`config.mk`:
```
export PLATFORM = sky130hd
export DESIGN_NAME = cpu_sequencer
export DESIGN_NICKNAME = d
export VERILOG_FILES = /design/src/rtl/cpu_pkg.sv /design/src/rtl/cpu_retire_counter.sv /design/src/rtl/cpu_sequencer.sv
export SDC_FILE = /design/constraint.sdc
export NUM_CORES = 1
export LEC_CHECK = 0
export ABC_AREA = 0
export CORE_UTILIZATION = 46
export DETAILED_ROUTE_END_ITERATION = 8
export PLACE_DENSITY = 0.92
export SYNTH_ARGS = -nofsm -noshare
export SYNTH_HDL_FRONTEND = slang
export SYNTH_SLANG_ARGS = --single-unit
```
`constraint.sdc`:
```
create_clock -name clk -period 5 [get_ports clk]
set_clock_uncertainty 0.2 [all_clocks]
set_input_delay 1 -clock clk [delete_from_list [all_inputs] [get_ports clk]]
set_output_delay 1 -clock clk [all_outputs]
set_load 0.05 [all_outputs]
```
`src/rtl/cpu_pkg.sv`:
```
// Shared definitions for the sequencer and the control-signal LUT:
// phase codes, opcode nibbles and the NOP encoding.
package cpu_pkg;

  typedef enum logic [2:0] {
    FETCH     = 3'd0,
    DECODE    = 3'd1,
    EXECUTE   = 3'd2,
    WRITEBACK = 3'd3,
    OUTPUT    = 3'd4
  } phase_e;

  localparam logic [3:0] OP_JUMP = 4'h9;
  localparam logic [3:0] OP_BEZ  = 4'hE;
  localparam logic [3:0] OP_BNEZ = 4'hF;
  localparam logic [3:0] OP_LOAD = 4'hA;

  localparam logic [7:0] NOP_INSTR = 8'h00;

  // Jumps and branches resolve in EXECUTE and skip WRITEBACK/OUTPUT.
  function automatic logic is_ctrl_xfer(input logic [7:0] instr);
    return (instr[3:0] == OP_JUMP) || (instr[3:0] == OP_BEZ) || (instr[3:0] == OP_BNEZ);
  endfunction

endpackage

```
`src/rtl/cpu_retire_counter.sv`:
```
// Wrapping count of retired instructions; advances when inc and ena are both high.
module cpu_retire_counter #(
  parameter int CNT_W = 8
) (
  input  logic             clk,
  input  logic             rst_n,
  input  logic             ena,
  input  logic             inc,
  output logic [CNT_W-1:0] cnt
);

  always_ff @(posedge clk or negedge rst_n) begin
    if (!rst_n) begin
      cnt <= '0;
    end else if (ena && inc) begin
      cnt <= cnt + 1'b1;
    end
  end

endmodule

```
`src/rtl/cpu_sequencer.sv`:
```
// Instruction register and phase FSM driving the control LUT's instruction/state
// inputs; shortens NOP, illegal and jump/branch sequences and counts retirements.
module cpu_sequencer
  import cpu_pkg::*;
#(
  parameter int         CNT_W    = 8,
  parameter logic [7:0] IR_RESET = 8'h00
) (
  input  logic             clk,
  input  logic             rst_n,
  input  logic             ena,
  input  logic [7:0]       instr_in,
  input  logic             instr_valid,
  output logic             instr_ready,
  input  logic             ctrl_zero,
  input  logic             halt,
  input  logic             out_ready,
  input  logic             clr_err,
  output logic [2:0]       state,
  output logic [7:0]       instruction,
  output logic             out_valid,
  output logic             halted,
  output logic             illegal_err,
  output logic [CNT_W-1:0] retired_cnt
);

  phase_e     state_q, state_d;
  logic [7:0] ir_q, ir_d;
  logic       err_q, err_d;
  logic       retire;

  always_ff @(posedge clk or negedge rst_n) begin
    if (!rst_n) begin
      state_q <= FETCH;
      ir_q    <= IR_RESET;
      err_q   <= 1'b0;
    end else if (ena) begin
      state_q <= state_d;
      ir_q    <= ir_d;
      err_q   <= err_d;
    end
  end

  always_comb begin
    state_d = state_q;
    ir_d    = ir_q;
    err_d   = err_q & ~clr_err;
    retire  = 1'b0;
    case (state_q)
      FETCH: begin
        if (instr_valid && !halt) begin
          ir_d    = instr_in;
          state_d = DECODE;
        end
      end
      DECODE: begin
        // An all-zero control word marks an opcode the LUT does not know.
        if (ctrl_zero) begin
          err_d   = 1'b1;
          ir_d    = IR_RESET;
          state_d = FETCH;
        end else if (ir_q == NOP_INSTR) begin
          retire  = 1'b1;
          state_d = FETCH;
        end else begin
          state_d = EXECUTE;
        end
      end
      EXECUTE: begin
        if (is_ctrl_xfer(ir_q)) begin
          retire  = 1'b1;
          state_d = FETCH;
        end else begin
          state_d = WRITEBACK;
        end
      end
      WRITEBACK: state_d = OUTPUT;
      OUTPUT: begin
        if (out_ready) begin
          retire  = 1'b1;
          state_d = FETCH;
        end
      end
      default: begin
        // Unused codes recover silently without retiring or flagging.
        ir_d    = IR_RESET;
        state_d = FETCH;
      end
    endcase
  end

  cpu_retire_counter #(
    .CNT_W(CNT_W)
  ) u_retire_counter (
    .clk  (clk),
    .rst_n(rst_n),
    .ena  (ena),
    .inc  (retire),
    .cnt  (retired_cnt)
  );

  assign state       = state_q;
  assign instruction = ir_q;
  assign illegal_err = err_q;
  assign instr_ready = (state_q == FETCH) && !halt;
  assign halted      = (state_q == FETCH) && halt;
  assign out_valid   = (state_q == OUTPUT);

endmodule

```
# Yosys cells after proc, flatten, opt, wreduce, memory -nomap -nowiden
# Cells that the tools add are included.
# classes
n_addsub	1
eq_ne	10
n_mux	16
n_bitwise	3
reduce_logical	12
# op_table
operator	count
case mux 8 bit (3 select lines)	1
2-to-1 mux 8 bit	2
case mux 3 bit (5 select lines)	1
equality test 4 bit (second input constant)	3
adder 8 x 1 -> 8 bit (second input constant)	1
zero test 8 bit	1
equality test 3 x 2 -> 1 bit (second input constant)	2
2-to-1 mux 1 bit	6
2-to-1 mux 2 bit	3
2-to-1 mux 3 bit	2
!= test 2 bit (second input constant)	3
logical AND 1 bit	4
AND reduction 4 bit	1
equality test 3 x 1 -> 1 bit (second input constant)	1
equality test 3 bit (second input constant)	1
zero test 3 bit	1
case mux 1 bit (3 select lines)	1
AND reduction 3 bit	1
OR reduction 3 bit	1
logical OR 1 bit	2
NOT 1 bit	2
bitwise AND 1 bit	1
zero test 1 bit	1
# totals
ff_bits	20
inputBits	16
out_inout_bits	23
elab_cells	46

# Logic depth before layout (Yosys ltp)
# depth
ltp_word	6
ltp_mapped	7
depth_no_buf	5

# Cells and area by module
# From an unflattened synthesis, not the netlist that was laid out.
# unflattened
hier_cells	108
hier_area_um2	1149.9
# modules_own_cells
module	instances	cells_per_inst	area_each_um2	seq_area_each_um2
cpu_sequencer	1	80	792.0	300.3
cpu_retire_counter	1	28	357.8	200.2

# Worst setup path after synthesis
# OpenSTA, ideal clock, no wires.
# synth_path
kind	in2out
startpoint	in halt
endpoint	out instr_ready
arrival_time_ns	2.449
required_ns	3.800
slack_ns	1.351
path_stages	1
n_path_buf	0
path_cell_list	nor4_1
# synth_via
elab_chain_len	2
# synth_rtl
element	line	text
from (decl)	cpu_sequencer.sv:16	input logic halt,
zero test 1 bit	cpu_sequencer.sv:105	assign instr_ready = (state_q == FETCH) && !halt;
logical AND 1 bit	cpu_sequencer.sv:105	
to (decl)	cpu_sequencer.sv:14	output logic instr_ready,
# No other way between the ends.

# Final worst setup path
# Ends and elaborated chain as after synthesis.

==> impl_metrics.toml <==
[status]
status = "finished clean"

[yosys]
synth.area.top_cells = "dfrtp_1, nand2_1, o21ai_0"
syn_avg_cell_area_sq_um = 9.833
synth_cell_types = 34
synth_nets = 123
yosys.area_share.simple = 0.2569
yosysWarnings = 0
synth_top_family_by_area = "simple AND/OR/NAND/NOR gates"
synth_area_sq_mm = 0.001042
synth_xor_area_frac = 0.06723
async_reset_ff_frac = 1.000
ys.flop_type = "dfrtp_1"
synth_mux_area_frac = 0.01080
yosys.area_share.adder = 0.01200
ys_ff_latch = 20
synth-edff-count = 0
synth_compound_area_frac = 0.1417
seq_area_frac_synth = 0.4802
synthCells = 106
yosys.area.top_type_share = 0.4802
synth_area_leader_cell = "dfrtp_1"

[clock_network]
cts_tree = "done"
worstSkewPairLatency_ns = 0.30
post_cts_resized = 0
cts_made_buffers = 3
cts_hold_buf = 0
cts_setup_buffers = 0
clkTransAtPathRegs_ns = 0.11
root_buffer = "clkbuf_4"
numClockSinks = 20
clockBufferDepth = 2
ctsHtreeMaxLevel = 1

[drt]
avgViaCountPerCell = 5.459
wl_um = 2441
firstDrtPassIters = 4
ant_nets = 0
drt_iter0_markers = 16
drc = 0
vias = 928
wl_per_cell_um = 14.36

[timing]
setup-tns-final_ns = 0
rsz0062_at_grt = "no"
setup_violations = 0
fmax_ghz = 0.2731
fin_crit_sh = 0.7323
slew_headroom = 0.4119
hold_viol = 0
period_minus_slack_ns = 3.661
worst_slack_ns = 1.339
slew_violations = 0
worstMarginPinSlew_ns = 0.8794

[setup_path]
worstPathRequired_ns = 3.80
critical_path_class = "input pin to output pin"
crit_fanout = 3
r2r-start = "state[0]$_DFFE_PN0P_"
critPathLaunch = "halt"
critPathLaunchType = "input pin"
crit_path_end_kind = "output pin"
arrival_ns = 2.46

[min_path]
hold_path.class = "flip-flop to flip-flop"
hp-start = "u_retire_counter.cnt[7]$_DFFE_PN0P_"

[finish]
n_antenna_cell = 0
final_cell_mix = "clkdlybuf4s50_1, nand2_1, dfrtp_1"
fin_nets = 162
fin_area_sq_mm = 0.001450
final_common_cell = "clkdlybuf4s50_1"
drive_gt1_frac = 0.07692
area_growth_pct = 39.14
n_fill_cell = 167
fin_util = 0.7102

[global_routing]
grt_pass1_wl_um = 4146
grt_max_degree = 21
antenna_found_initial = 0
grt_pass1_vias = 905
track_usage = 0.2221
overflow = 0

[power]
power.total_mw = 0.7937
pwr_density_cell_mw_per_mm2 = 547.3
leakagePower_nw = 0.6144
vdd_ir_drop_max_mv = 0.3431

[floorplan]
die_w_um = 49.60
die_area_sq_mm = 0.002460
start_util = 0.5104
ios = 39
rows = 16
core_sq_mm = 0.002042
die_height_um = 49.60

[placed_design]
port_buffers = 38
gp_congestion = 0.8447
place_area_sq_mm = 0.001428
dp_hpwl_um = 1799
dp_slack_ns = 1.335

[flow_run]
max-cap-violations = 0
[sequential cells by signal (all words and copies together) (netlist names)]
register,cells
state,3
instruction,8
u_retire_counter.cnt,8
illegal_err,1
[through the flow]
stage / cells / hold slack, ns
2_1_floorplan: 106 / 0.5044
3_3_place_gp: 167 / 0.2699
3_5_place_dp: 167 / 0.2718
4_1_cts: 170 / 0.2889
5_1_grt: 170 / 0.3387
6_report: 170 / 0.2872
[routing by layer]
layer	routed length [um]	vias to the layer above	track usage	part of all wire
met2	1245	32	0.3829	0.51
met4	51	0	0.1095	0.021
met5	0	-	0	0
li1	-	452	-	-
met1	1050	438	0.2709	0.43
met3	93	6	0.02778	0.038
[path summary, 6_finish.rpt]
path	to	slack, ns	cells after the start
max reg2reg	u_retire_counter.cnt[1]$_DFFE_PN0P_	2.79	5
max	instr_ready	1.34	3
min	u_retire_counter.cnt[7]$_DFFE_PN0P_	0.29	1
min reg2reg	u_retire_counter.cnt[7]$_DFFE_PN0P_	0.29	1
max in group asynchronous	u_retire_counter.cnt[0]$_DFFE_PN0P_	3.08	1
min in group asynchronous	instruction[7]$_DFFE_PN0P_	0.99	1
[Yosys cell counts (2+ instances only)]
library cell,instances
dfrtp_1,20
nor4_1,3
o31ai_1,2
nand2b_1,2
xor2_1,6
nor2_1,6
o21ai_0,11
nand3_1,2
buf_2,2
nand2_1,25
xnor2_1,2
nor3_1,2
a32o_1,2
[report_power, final]
group	total [mW]	switching [mW]	internal, mW
clock	0.0757	0.0476	0.0281
combinational	0.449	0.293	0.157
sequential	0.269	0.0651	0.204
total	0.794	0.405	0.388
[cell families after synthesis]
group / Yosys count
AOI/OAI and AO/OA: 22
muxes: 1
and+or+nand+nor: 49
buffers and inverters: 5
DFF: 20
adders and majority gates: 1
xor gates and xnor gates: 8
[cell type report]
cell class                 instances  area, sq um  share of cell area
tap                               27        33.78             0.02330
sequential                        20        500.5              0.3451
multi-input combinational         81        509.2              0.3512
timing repair buffer              38        380.4              0.2623
inverter                           1        3.754            0.002588
clock buffer                       3        22.52             0.01553
[worst max-delay path, cell delays in order]
cell	delay, ns
clkdlybuf4s50_1	0.43
nor4_1	0.18
clkdlybuf4s50_1	0.85
Power figures use the tool's default switching activity.
